<file path="src/rtl/program_loader_if.sv">
// Byte-stream handshake plus instruction-memory write port shared by the
// program loader (slave) and its byte source / memory harness (master).
interface program_loader_if #(
    parameter int unsigned ADDRESS_WIDTH     = 11,
    parameter int unsigned INSTRUCTION_WIDTH = 16
) ();
    logic [7:0]                   byte_in;
    logic                         byte_valid_in;
    logic                         byte_ready_out;
    logic [ADDRESS_WIDTH-1:0]     imem_addr_out;
    logic [INSTRUCTION_WIDTH-1:0] imem_data_out;
    logic                         imem_wr_out;

    modport slave (
        input  byte_in, byte_valid_in,
        output byte_ready_out, imem_addr_out, imem_data_out, imem_wr_out
    );

    modport master (
        output byte_in, byte_valid_in,
        input  byte_ready_out, imem_addr_out, imem_data_out, imem_wr_out
    );
endinterface

</file>
<file path="src/rtl/program_loader.sv">
// Loads a framed byte stream (A5, LEN_H, LEN_L, N big-endian words, CHK) into
// instruction memory, then releases the CPU. Optional macro: LOADER_TIMEOUT_EN.
module program_loader #(
    parameter int unsigned INSTRUCTION_WIDTH = 16,
    parameter int unsigned ADDRESS_WIDTH     = 11,
    parameter int unsigned TIMEOUT_CYCLES    = 1000000
) (
    input  logic                   clock_in,
    input  logic                   reset_in,
    input  logic                   start_in,
    program_loader_if.slave        bus,
    output logic                   cpu_reset_out,
    output logic                   busy_out,
    output logic                   done_out,
    output logic                   error_out,
    output logic [ADDRESS_WIDTH:0] words_loaded_out
);

    localparam int unsigned CNT_W     = ADDRESS_WIDTH + 1;
    localparam logic [7:0]  SYNC_BYTE = 8'hA5;
    localparam logic [16:0] MAX_WORDS = 17'(2 ** ADDRESS_WIDTH);

    typedef enum logic [2:0] {
        ST_SYNC, ST_LEN_H, ST_LEN_L, ST_DATA_H, ST_DATA_L, ST_CHECK, ST_DONE, ST_ERROR
    } state_t;

    state_t     state;
    logic [7:0] len_hi_q;
    logic [15:0] len_q;
    logic [7:0] data_hi_q;
    logic [7:0] sum_q;

    logic             accept_c;
    logic             in_frame_c;
    logic [15:0]      len_c;
    logic [7:0]       sum_next_c;
    logic [CNT_W-1:0] words_next_c;
    logic             last_word_c;
    logic             timeout_c;

    assign accept_c     = bus.byte_valid_in && bus.byte_ready_out;
    assign in_frame_c   = (state == ST_LEN_H) || (state == ST_LEN_L) || (state == ST_DATA_H) ||
                          (state == ST_DATA_L) || (state == ST_CHECK);
    assign len_c        = {len_hi_q, bus.byte_in};
    assign sum_next_c   = sum_q + bus.byte_in;
    assign words_next_c = words_loaded_out + CNT_W'(1);
    assign last_word_c  = (17'(words_next_c) == 17'(len_q));

`ifdef LOADER_TIMEOUT_EN
    localparam int unsigned TO_W = (TIMEOUT_CYCLES > 1) ? $clog2(TIMEOUT_CYCLES + 1) : 1;

    logic [TO_W-1:0] idle_q;

    // Counts consecutive cycles without an accepted byte while a frame is open
    assign timeout_c = in_frame_c && !accept_c && (idle_q == TO_W'(TIMEOUT_CYCLES - 1));

    always_ff @(posedge clock_in or negedge reset_in) begin
        if (!reset_in) begin
            idle_q <= '0;
        end else if (!in_frame_c || accept_c || timeout_c) begin
            idle_q <= '0;
        end else begin
            idle_q <= idle_q + TO_W'(1);
        end
    end
`else
    logic [31:0] unused_timeout_cfg;

    assign timeout_c          = 1'b0;
    assign unused_timeout_cfg = 32'(TIMEOUT_CYCLES);
`endif

    // Frame parser; every output is a register updated on the transition edge
    always_ff @(posedge clock_in or negedge reset_in) begin
        if (!reset_in) begin
            state              <= ST_SYNC;
            len_hi_q           <= '0;
            len_q              <= '0;
            data_hi_q          <= '0;
            sum_q              <= '0;
            bus.byte_ready_out <= 1'b1;
            bus.imem_addr_out  <= '0;
            bus.imem_data_out  <= '0;
            bus.imem_wr_out    <= 1'b0;
            cpu_reset_out      <= 1'b0;
            busy_out           <= 1'b1;
            done_out           <= 1'b0;
            error_out          <= 1'b0;
            words_loaded_out   <= '0;
        end else begin
            bus.imem_wr_out <= 1'b0;
            if (timeout_c) begin
                state              <= ST_ERROR;
                bus.byte_ready_out <= 1'b0;
                busy_out           <= 1'b0;
                error_out          <= 1'b1;
            end else begin
                case (state)
                    ST_SYNC: begin
                        if (accept_c && (bus.byte_in == SYNC_BYTE)) begin
                            state            <= ST_LEN_H;
                            sum_q            <= '0;
                            words_loaded_out <= '0;
                        end
                    end
                    ST_LEN_H: begin
                        if (accept_c) begin
                            len_hi_q <= bus.byte_in;
                            state    <= ST_LEN_L;
                        end
                    end
                    ST_LEN_L: begin
                        if (accept_c) begin
                            len_q <= len_c;
                            if ((len_c == 16'd0) || (17'(len_c) > MAX_WORDS)) begin
                                state              <= ST_ERROR;
                                bus.byte_ready_out <= 1'b0;
                                busy_out           <= 1'b0;
                                error_out          <= 1'b1;
                            end else begin
                                state <= ST_DATA_H;
                            end
                        end
                    end
                    ST_DATA_H: begin
                        if (accept_c) begin
                            data_hi_q <= bus.byte_in;
                            sum_q     <= sum_next_c;
                            state     <= ST_DATA_L;
                        end
                    end
                    ST_DATA_L: begin
                        if (accept_c) begin
                            bus.imem_data_out <= INSTRUCTION_WIDTH'({data_hi_q, bus.byte_in});
                            bus.imem_addr_out <= words_loaded_out[ADDRESS_WIDTH-1:0];
                            bus.imem_wr_out   <= 1'b1;
                            words_loaded_out  <= words_next_c;
                            sum_q             <= sum_next_c;
                            state             <= last_word_c ? ST_CHECK : ST_DATA_H;
                        end
                    end
                    ST_CHECK: begin
                        if (accept_c) begin
                            bus.byte_ready_out <= 1'b0;
                            busy_out           <= 1'b0;
                            if (sum_next_c == 8'd0) begin
                                state         <= ST_DONE;
                                done_out      <= 1'b1;
                                cpu_reset_out <= 1'b1;
                            end else begin
                                state     <= ST_ERROR;
                                error_out <= 1'b1;
                            end
                        end
                    end
                    ST_DONE, ST_ERROR: begin
                        if (start_in) begin
                            state              <= ST_SYNC;
                            bus.byte_ready_out <= 1'b1;
                            busy_out           <= 1'b1;
                            done_out           <= 1'b0;
                            error_out          <= 1'b0;
                            cpu_reset_out      <= 1'b0;
                            words_loaded_out   <= '0;
                        end
                    end
                endcase
            end
        end
    end

endmodule

</file>
<file path="src/flat_wrapper.sv">
// flat-port wrapper written by rule: the top's interface ports become plain ports
module program_loader_flat 
#(
    parameter int unsigned INSTRUCTION_WIDTH = 16,
    parameter int unsigned ADDRESS_WIDTH     = 11,
    parameter int unsigned TIMEOUT_CYCLES    = 1000000
)
  (clock_in, reset_in, start_in, cpu_reset_out, busy_out, done_out, error_out, words_loaded_out, bus_byte_in, bus_byte_valid_in, bus_byte_ready_out, bus_imem_addr_out, bus_imem_data_out, bus_imem_wr_out);
  program_loader_if #(.ADDRESS_WIDTH(ADDRESS_WIDTH), .INSTRUCTION_WIDTH(INSTRUCTION_WIDTH)) bus_i ();
  input  logic clock_in;
  input  logic reset_in;
  input  logic start_in;
  output logic cpu_reset_out;
  output logic busy_out;
  output logic done_out;
  output logic error_out;
  output logic [ADDRESS_WIDTH:0] words_loaded_out;
  input wire logic [$bits(bus_i.byte_in)-1:0] bus_byte_in;
  input wire logic [$bits(bus_i.byte_valid_in)-1:0] bus_byte_valid_in;
  output wire logic [$bits(bus_i.byte_ready_out)-1:0] bus_byte_ready_out;
  output wire logic [$bits(bus_i.imem_addr_out)-1:0] bus_imem_addr_out;
  output wire logic [$bits(bus_i.imem_data_out)-1:0] bus_imem_data_out;
  output wire logic [$bits(bus_i.imem_wr_out)-1:0] bus_imem_wr_out;
  assign bus_i.byte_in = bus_byte_in;
  assign bus_i.byte_valid_in = bus_byte_valid_in;
  assign bus_byte_ready_out = bus_i.byte_ready_out;
  assign bus_imem_addr_out = bus_i.imem_addr_out;
  assign bus_imem_data_out = bus_i.imem_data_out;
  assign bus_imem_wr_out = bus_i.imem_wr_out;
  program_loader #(.INSTRUCTION_WIDTH(INSTRUCTION_WIDTH), .ADDRESS_WIDTH(ADDRESS_WIDTH), .TIMEOUT_CYCLES(TIMEOUT_CYCLES)) u_core (.clock_in(clock_in), .reset_in(reset_in), .start_in(start_in), .bus(bus_i), .cpu_reset_out(cpu_reset_out), .busy_out(busy_out), .done_out(done_out), .error_out(error_out), .words_loaded_out(words_loaded_out));
endmodule
</file>
<file path="config.mk">
export PLATFORM = sky130hd
export DESIGN_NAME = program_loader_flat
export DESIGN_NICKNAME = d
export VERILOG_FILES = /design/src/rtl/program_loader_if.sv /design/src/rtl/program_loader.sv /design/src/flat_wrapper.sv
export SDC_FILE = /design/constraint.sdc
export NUM_CORES = 1
export LEC_CHECK = 0
export CORE_MARGIN = 2
export CORE_UTILIZATION = 57
export CTS_BUF_LIST = sky130_fd_sc_hd__clkbuf_4
export CTS_CLUSTER_SIZE = 8
export DETAILED_ROUTE_END_ITERATION = 10
export GPL_ROUTABILITY_DRIVEN = 0
export PLACE_DENSITY = 0.79
export SYNTH_ARGS = -nofsm -noshare
export SYNTH_HDL_FRONTEND = slang
export SYNTH_SLANG_ARGS = --single-unit
</file>
<file path="constraint.sdc">
create_clock -name clock_in -period 3.16 [get_ports clock_in]
set_clock_uncertainty 0.2 [all_clocks]
set_input_delay 0.632 -clock clock_in [delete_from_list [all_inputs] [get_ports clock_in]]
set_output_delay 0.632 -clock clock_in [all_outputs]
set_load 0.05 [all_outputs]
</file>
==> parameters.txt <==
Parameter                              Value

Cells and area
  Utilization after layout    71.7%
  Total area of sequential cells    0.00215 sq mm
  Commonest cells after routing, fill and taps aside    111 x sky130_fd_sc_hd__nand2_1, 85 x sky130_fd_sc_hd__dfrtp_1, 55 x sky130_fd_sc_hd__clkdlybuf4s50_1, 28 x sky130_fd_sc_hd__o21ai_0, 28 x sky130_fd_sc_hd__mux2_2
  Number of fill cells    543
  Area added between synthesis and finish    21.5%
  Layout Nets    532
  Most common cell after layout, fill and taps aside    sky130_fd_sc_hd__nand2_1
  Layout cell share with drive strength beyond 1    15.5%
  Final design instance area without fill    0.00520 sq mm
  Area occupied by multi-input gates    0.00200 sq mm

Worst setup path
  Worst endpoint required time    3280 ps
  Cell type group with the largest total delay on the critical path    simple AND/OR/NAND/NOR gates
  CP Buf/Inv Count    1
  Startpoint type of the worst setup path    input pin
  Critical Path End Type    register
  CP Cell Sequence    clkdlybuf4s50_1 -> ha_1 -> or4b_1 -> or4_1 -> a311oi_2 -> a21oi_1 -> nor4b_2 -> a211oi_1
  Worst stage delay on the critical path    510 ps
  Largest fanout on the critical path    2
  Data arrival time of the critical path    3150 ps
  Setup CP Type    in -> reg
  Slowest CP cell    sky130_fd_sc_hd__or4b_1
  Setup slack of the most critical reg-to-reg path    250 ps

Pwr
  IR Drop Worst-Case VDD    0.000269 V
  Proportion of power drawn by flip-flops and latches    62.7%
  Combinational cell fraction of total power    5.0%
  Power spent charging and discharging nets    0.000455 W
  Total Power Consumption    0.00175 W
  Part of the power in the clock network    32.3%
  Leakage power summed over all cells    2.46 nW
  Switching share of power    25.9%
  Pwr dens    337 mW/mm^2
  Cell Int Power    0.00130 W

Detailed routing
  Initial DRC Count    211
  Post-route DRC violation count    0
  Detailed Route WL    10100 um
  Via count of the routed design    3529
  Via count normalized by instance count    5.74
  Pre-Repair DR Iteration Count    4
  Post-route antenna net violation count    0
  Average wire per cell in the routed design    16.4 um

STA
  Post-route fraction of the period consumed by the critical path    96.0%
  Number of failing hold endpoints at the final stage    5
  Post-layout min period    3030 ps
  Min Hold Slack    -3.18 ps
  Measured slew at the worst slew-check pin    653 ps
  Sum of negative setup slack    0 ps
  Unrepaired setup endpoints after global routing    false
  Pins over their slew limit    0
  FMAX    0.330 GHz
  Final setup violating endpoints    0
  Normalized max-slew margin    56.2%

Outcome
  Failing checks    negative hold slack
  Outcome    finished with violations

Placement
  Dpl cell area    0.00508 sq mm
  HPWL Detailed    7300 um
  Count of buffers inserted at the top-level ports    56

Synthesis
  Share of synthesized flip-flops with an asynchronous set or reset    100%
  Post-synth net total    462
  Unique cell type count in the Yosys netlist    55
  Fraction of synthesized cell area taken by the top area cell type    49.7%
  Post-synth design cell area    0.00428 sq mm
  Number of instances in the synthesized netlist    441
  Synthesized area per cell    9.71 sq um
  Top cells by area, synth    sky130_fd_sc_hd__dfrtp_1 50%, sky130_fd_sc_hd__nand2_1 9.7%, sky130_fd_sc_hd__mux2_2 7.4%
  Number of enable-type register cells in the synthesized netlist    0
  Flip-flop and latch count after synthesis    86
  Portion of the post-synthesis area used by sequential elements    50.3%
  Post-synth top area cell    sky130_fd_sc_hd__dfrtp_1
  Main flop type after synthesis    sky130_fd_sc_hd__dfrtp_1
  Number of warnings reported in the yosys synthesis log    0

Clocking
  H-tree lvl count    3
  Later-pin clock latency in the skew report    440 ps
  Number of clock sinks seen by CTS    86
  Clock transition at the registers of the reported paths    150 ps
  TritonCTS Buffers    9
  Setup Buffers After CTS    0
  TritonCTS clock tree    done
  Maximum buffer depth of the clock tree    2
  Clock root buffer    sky130_fd_sc_hd__clkbuf_4

Global routing
  Vias in the first global route    3458
  Antenna violations before repair    1
  Overall overflow remaining after global route    0
  GRT Resource Usage Total    26.2%
  Largest net degree at the start of global routing    51
  Wire length of the first global-routing pass    17100 um

Worst hold path
  Type of the tightest min-delay check    in -> async

Die
  Die outline height    90.7 um
  Effective utilization at floorplan    59.0%
  Core Area    0.00725 sq mm
  Cell row count    31
  IO Count    57
  Die boundary width    90.7 um
  Total Die Area    0.00822 sq mm

Run
  Count of max-cap constraint violations    0
==> registers in the layout, summed over array words and instances (netlist names) <==
| name | cells |
|---|---|
| u_core.len_q | 16 |
| u_core.data_hi_q | 8 |
| u_core.bus.imem_data_out | 16 |
| u_core.words_loaded_out | 12 |
| u_core.bus.imem_wr_out | 1 |
| u_core.state | 3 |
| u_core.busy_out | 1 |
| u_core.cpu_reset_out | 1 |
| u_core.bus.imem_addr_out | 11 |
| u_core.error_out | 1 |
| u_core.sum_q | 8 |
| u_core.len_hi_q | 8 |
==> path summary, 6_finish.rpt <==
| kind | start | depth (start not counted) | to |
|---|---|---|---|
| min in group clock_in | u_core.data_hi_q[3] | 2 | u_core.bus.imem_data_out[11] |
| min | reset_in | 1 | u_core.bus.imem_addr_out[3] |
| max reg2reg | u_core.words_loaded_out[0] | 7 | u_core.state[1] |
| min reg2reg | u_core.data_hi_q[3] | 2 | u_core.bus.imem_data_out[11] |
| max | bus_byte_in[4] | 8 | u_core.error_out |
| max in group asynchronous | reset_in | 2 | u_core.len_q[4] |
==> layout make-up <==
cell class / instances / share of cell area (%)
Inverter: 11 / 0.793
Antenna cell: 1 / 0.0481
Tap cell: 99 / 2.38
Multi-Input combinational cell: 321 / 38.5
Clock inverter: 6 / 0.914
Sequential cell: 86 / 41.4
Clock buffer: 9 / 1.30
Timing Repair Buffer: 82 / 14.7
==> per-layer routing <==
layer,track usage (%),vias up,part of all wire (%)
li1,-,1681,-
met1,34.8,1707,41
met2,43.0,123,51
met3,4.26,18,6.0
met4,11.0,0,2.2
met5,0,-,0
==> cells by family after synthesis <==
group	share of synthesized area (%)
flops	50.3
mux	7.36
compound gates	12.1
simple gates	20.3
fa+ha+maj	2.81
buf+inv	3.24
xor+xnor	3.89
==> worst register-to-register path, stage by stage, from the launching register on <==
cell and delay, ps:
sky130_fd_sc_hd__dfrtp_1 500, sky130_fd_sc_hd__ha_1 370, sky130_fd_sc_hd__xnor2_1 180, sky130_fd_sc_hd__nand3_1 80, sky130_fd_sc_hd__or4_1 550, sky130_fd_sc_hd__a2111oi_2 330, sky130_fd_sc_hd__o2111ai_1 280, sky130_fd_sc_hd__o31a_1 310
==> synth_stat cells, types with 3 or more instances <==
| library cell | number |
|---|---|
| sky130_fd_sc_hd__clkbuf_1 | 17 |
| sky130_fd_sc_hd__mux2_2 | 28 |
| sky130_fd_sc_hd__o21ai_1 | 3 |
| sky130_fd_sc_hd__a31oi_1 | 3 |
| sky130_fd_sc_hd__inv_1 | 10 |
| sky130_fd_sc_hd__nand3_1 | 10 |
| sky130_fd_sc_hd__buf_2 | 3 |
| sky130_fd_sc_hd__xnor2_1 | 13 |
| sky130_fd_sc_hd__o21ai_0 | 28 |
| sky130_fd_sc_hd__a22o_1 | 5 |
| sky130_fd_sc_hd__o221ai_1 | 3 |
| sky130_fd_sc_hd__nor2_1 | 22 |
| sky130_fd_sc_hd__and3_1 | 5 |
| sky130_fd_sc_hd__ha_1 | 8 |
| sky130_fd_sc_hd__a21oi_1 | 9 |
| sky130_fd_sc_hd__nor2b_1 | 4 |
| sky130_fd_sc_hd__nor3_1 | 5 |
| sky130_fd_sc_hd__dfrtp_1 | 85 |
| sky130_fd_sc_hd__o21a_1 | 3 |
| sky130_fd_sc_hd__a211oi_1 | 5 |
| sky130_fd_sc_hd__xor2_1 | 6 |
| sky130_fd_sc_hd__nand2_1 | 111 |
| sky130_fd_sc_hd__nand4_1 | 3 |
| sky130_fd_sc_hd__nor4_1 | 6 |
| sky130_fd_sc_hd__o31ai_1 | 5 |
==> through the flow <==
step	hold WS [ps]	instances	worst slack (ps)
3_3_place_gp	245	599	-246
4_1_cts	9.09	614	169
5_1_grt	27.7	615	4.78
3_5_place_dp	252	599	-303
6_report	-3.18	615	125
2_1_floorplan	136	441	233
==> power groups by stage <==
| stage | Sequential (W) | Clock (W) | Combinational [W] |
|---|---|---|---|
| floorplan | 0.00112 | 0 | 0.0000192 |
| global placement | 0.00112 | 0 | 0.0000863 |
| detailed placement | 0.00112 | 0 | 0.0000885 |
| CTS | 0.00110 | 0.000572 | 0.0000887 |
| global route | 0.00110 | 0.000622 | 0.0000975 |
| finish | 0.00110 | 0.000566 | 0.0000878 |
==> what timing repair did <==
item,4_1_cts,5_1_grt
endpoints found under the setup margin,0,1
resized for setup,0,1
hold buffers,0,0
(Power assumes the default switching activity.)
